--- config.mk ---
export PLATFORM = sky130hd
export DESIGN_NAME = axi_interconnect_crossbar_arbit_ctrl
export DESIGN_NICKNAME = d
export VERILOG_FILES = /design/src/rtl/axi_interconnect_crossbar_arbit_ctrl.sv
export SDC_FILE = /design/constraint.sdc
export NUM_CORES = 1
export LEC_CHECK = 0
export CORE_AREA = 4 4 41 43
export DETAILED_ROUTE_END_ITERATION = 10
export DIE_AREA = 0 0 45 47
export GPL_ROUTABILITY_DRIVEN = 0
export HOLD_SLACK_MARGIN = 0.02
export SLEW_MARGIN = 20
export SYNTH_ARGS = -nofsm -noshare
export SYNTH_HDL_FRONTEND = slang
export SYNTH_SLANG_ARGS = --single-unit
--- constraint.sdc ---
create_clock -name clk -period 2.3 [get_ports clk]
set_clock_uncertainty 0.15 [all_clocks]
set_input_delay 0.46 -clock clk [delete_from_list [all_inputs] [get_ports clk]]
set_output_delay 0.46 -clock clk [all_outputs]
set_load 0.005 [all_outputs]
--- src/rtl/axi_interconnect_crossbar_arbit_ctrl.sv ---
// Grant controller for one crossbar slave port: drives the round-robin polling arbiter,
// registers its winner and holds the grant through address and data/response phases.
module axi_interconnect_crossbar_arbit_ctrl #(
  parameter int unsigned NUM     = 2,
  parameter int unsigned WIDTH   = (NUM > 2) ? $clog2(NUM) : 1,
  parameter int unsigned TIMEOUT = 0,
  parameter int unsigned TO_W    = 16
) (
  input  logic             clk,
  input  logic             rst,
  input  logic [NUM-1:0]   m_req,
  output logic [NUM-1:0]   arb_user_req,
  output logic [WIDTH-1:0] arb_last_user,
  input  logic [WIDTH-1:0] arb_current_user,
  input  logic             s_addr_hs,
  input  logic             s_done,
  output logic             grant_valid,
  output logic [WIDTH-1:0] grant_id,
  output logic [NUM-1:0]   grant_oh,
  output logic             busy,
  output logic             timeout
);

  typedef enum logic [1:0] {
    StIdle,
    StAddr,
    StData
  } state_e;

  // Counter value on the last permitted DATA cycle; unused when the watchdog is disabled.
  localparam logic [TO_W-1:0] ToLast = (TIMEOUT == 0) ? '0 : TO_W'(TIMEOUT - 1);
  localparam logic [WIDTH-1:0] LastReset = WIDTH'(NUM - 1);

  state_e           state_q, state_d;
  logic             grant_valid_q, grant_valid_d;
  logic [WIDTH-1:0] grant_id_q, grant_id_d;
  logic [WIDTH-1:0] last_user_q, last_user_d;
  logic             done_seen_q, done_seen_d;
  logic [TO_W-1:0]  cnt_q, cnt_d;
  logic             timeout_q, timeout_d;
  logic             to_expire;

  assign to_expire = (TIMEOUT != 0) && (cnt_q == ToLast);

  always_ff @(posedge clk or posedge rst) begin
    if (rst) begin
      state_q       <= StIdle;
      grant_valid_q <= 1'b0;
      grant_id_q    <= '0;
      last_user_q   <= LastReset;
      done_seen_q   <= 1'b0;
      cnt_q         <= '0;
      timeout_q     <= 1'b0;
    end else begin
      state_q       <= state_d;
      grant_valid_q <= grant_valid_d;
      grant_id_q    <= grant_id_d;
      last_user_q   <= last_user_d;
      done_seen_q   <= done_seen_d;
      cnt_q         <= cnt_d;
      timeout_q     <= timeout_d;
    end
  end

  always_comb begin
    state_d       = state_q;
    grant_valid_d = grant_valid_q;
    grant_id_d    = grant_id_q;
    last_user_d   = last_user_q;
    done_seen_d   = done_seen_q;
    cnt_d         = cnt_q;
    timeout_d     = 1'b0;

    case (state_q)
      StIdle: begin
        if (|m_req) begin
          grant_id_d    = arb_current_user;
          grant_valid_d = 1'b1;
          state_d       = StAddr;
        end
      end

      StAddr: begin
        if (s_addr_hs) begin
          last_user_d = grant_id_q;
          // Write data may have completed before the address handshake.
          if (done_seen_q || s_done) begin
            state_d       = StIdle;
            grant_valid_d = 1'b0;
            done_seen_d   = 1'b0;
          end else begin
            state_d = StData;
            cnt_d   = '0;
          end
        end else if (s_done) begin
          done_seen_d = 1'b1;
        end
      end

      StData: begin
        cnt_d = cnt_q + 1'b1;
        if (s_done) begin
          state_d       = StIdle;
          grant_valid_d = 1'b0;
        end else if (to_expire) begin
          state_d       = StIdle;
          grant_valid_d = 1'b0;
          timeout_d     = 1'b1;
        end
      end

      default: begin
        state_d       = StIdle;
        grant_valid_d = 1'b0;
        done_seen_d   = 1'b0;
      end
    endcase
  end

  assign arb_user_req  = (state_q == StIdle) ? m_req : '0;
  assign arb_last_user = last_user_q;
  assign grant_valid   = grant_valid_q;
  assign grant_id      = grant_id_q;
  assign grant_oh      = grant_valid_q ? (NUM'(1) << grant_id_q) : '0;
  assign busy          = (state_q != StIdle);
  assign timeout       = timeout_q;

endmodule
==> results.cfg <==
[run_status]
status = completed

[drt]
viasPerCell = 4.27
wirelength_um = 684
drc = 0
num_vias = 282
drtPass1Iterations = 4
wl_per_cell_um = 10.4
drt_iter0_markers = 6
ant_nets = 0

[logic_synthesis]
yosys_warnings = 0
syn_nets = 42
synth_seq_cells = 6
synth_cell_types = 20
async_flop_share_pct = 100
syn_area_per_cell_sq_um = 9.51
synthCells = 35
syn_area_sq_um = 333
synthFlopType = dfrtp_1
synth_edf_count = 0
yosysSeqAreaShare_pct = 45.5

[min_path]
hp-class = primary input to asynchronous set/reset pin

[clocking]
worstSkewPairLatency_ns = 0.25
tritoncts = built
cts_max_level = 1
cts_max_path_buffers = 2
clock_sinks = 6
root_buffer = clkbuf_4
clk_pin_slew_ns = 0.05
numCtsBuffers = 3
holdBufCountCts = 0

[finish]
fin_area_sq_um = 502
nets = 59
drive_above_1_share_pct = 13.7
diodes = 0
final_cells = 66
final_core_util_pct = 38.6
syn2layout_area_growth_pct = 50.8

[placed_design]
hpwl_um = 534
dp.cells = 62
io_buffers = 14
placed_area_sq_um = 473
pre_cts_slack_ns = 0.110

[power_and_ir_drop]
fin_total_pwr_mw = 0.562
leakage_nw = 0.212
ir_drop_uv = 435
intPower_mw = 0.391
p_seq_share_pct = 36.9
power_frac_comb_pct = 43.4
p_per_area_nw_per_um2 = 1120
switchingPower_mw = 0.171
p_sw_share_pct = 30.4
clockPowerShare_pct = 19.7

[grt]
antenna_found_initial = 0
grt.overflow.total = 0
grt_pass1_vias = 250
grt_pass1_wl_um = 1080
grt_max_degree = 11
grtUsageTotal_pct = 7.63

[setup_path]
cp_max_fo = 3
arrival_ns = 1.58
critPathLaunch = m_req[1]
r2r-end = grant_id
start_kind = primary input
rr_worst_depth = 2
crit_path_end_kind = output pin
timing.rr.start = state_q[0]
rrSetupSlack_ns = 0.97
critPathKind = primary input to output pin
critical_path.endpoint = arb_user_req[1]
cp.required_ns = 1.69

[timing]
setup_ws_ns = 0.112
period_needed_ns = 2.19
holdWs_ns = 0.270
maxSlewViolCount = 0
setup_viol = 0
fmax_mhz = 457
hold_viol = 0
grt_setup_unrepaired = false
post-route-period-util_pct = 95.1
tns_ns = 0

[floorplan]
core_area_sq_um = 1300
rows = 13
ios = 16
dieWidth_um = 45
die_area_sq_um = 2120
die_y_um = 47
start_util_pct = 25.6

[job]
drv_cap = 0
flip-flops by register name, summed over array words and instances (netlist names):
register / flops
arb_last_user: 1
done_seen_q: 1
grant_id: 1
grant_valid: 1
state_q: 2
worst min-delay path by stage:
| stage | startpoint | endpoint | slack (ns) |
|---|---|---|---|
| after global routing | rst | state_q[1] | 0.27 |
| after CTS | rst | done_seen_q | 0.26 |
| after global placement | done_seen_q | done_seen_q | 0.36 |
| after detailed placement | done_seen_q | done_seen_q | 0.38 |
| after floorplan | rst | done_seen_q | 0.10 |
| final | rst | state_q[1] | 0.27 |
cell usage in the layout (no fill, tap or decap), types with 2 or more instances in the layout:
cell type / instances
nand2b_1: 2
clkbuf_4: 3
nor2_1: 3
inv_1: 3
mux2_1: 2
and2_1: 3
dfrtp_1: 5
clkdlybuf4s50_1: 14
a21oi_1: 3
layout make-up:
class                           instances  area [sq um]
Fill cell                             137           800
Multi-Input combinational cell         24           154
Sequential cell                         6           151
Timing Repair Buffer                   14           140
Clock buffer                            4          26.3
Tap cell                               15          18.8
Inverter                                3          11.3
logic make-up (layout without fill, tap and decap cells):
logic type	Yosys count	count (layout)	synth area share [%]
AND/OR/NAND/NOR	13	13	21.1
AO/OA/AOI/OAI	8	8	16.5
flip-flops	6	6	45.5
buffers and inverters	5	21	9.02
multiplexers	2	2	6.77
other	1	1	1.13
power groups by stage:
stage	Sequential (mW)	Combinational, mW	Clock, mW
2_1_floorplan	0.191	0.130	0
6_report	0.207	0.244	0.111
5_1_grt	0.219	0.265	0.128
3_3_place_gp	0.209	0.246	0
4_1_cts	0.206	0.248	0.118
3_5_place_dp	0.208	0.248	0
layer usage:
layer / part of all wire [%] / vias up / global-route usage, %
met2: 51 / 6 / 10.5
met1: 43 / 128 / 8.80
met5: 0 / - / 0
li1: - / 146 / -
met4: 2.5 / 0 / 8.77
met3: 3.4 / 2 / 2.30
worst max-delay path: stages:
cell             delay (ns)
clkdlybuf4s50_1        0.50
and2_1                 0.13
clkdlybuf4s50_1        0.49
timing repair:
item | 4_1_cts | 5_1_grt
resized for setup | 0 | 1
setup endpoints to repair | 0 | 2
endpoints found under the hold margin | 0 | 0
buffers inserted | 0 | 0
cell usage after synthesis (2+ instances only):
master | count | area, sq um
a21oi_1 | 3 | 15.0
and2_1 | 3 | 18.8
dfrtp_1 | 5 | 125
nand2b_1 | 2 | 12.5
inv_1 | 3 | 11.3
mux2_1 | 2 | 22.5
nor2_1 | 4 | 15.0
(Power assumes the default switching activity.)
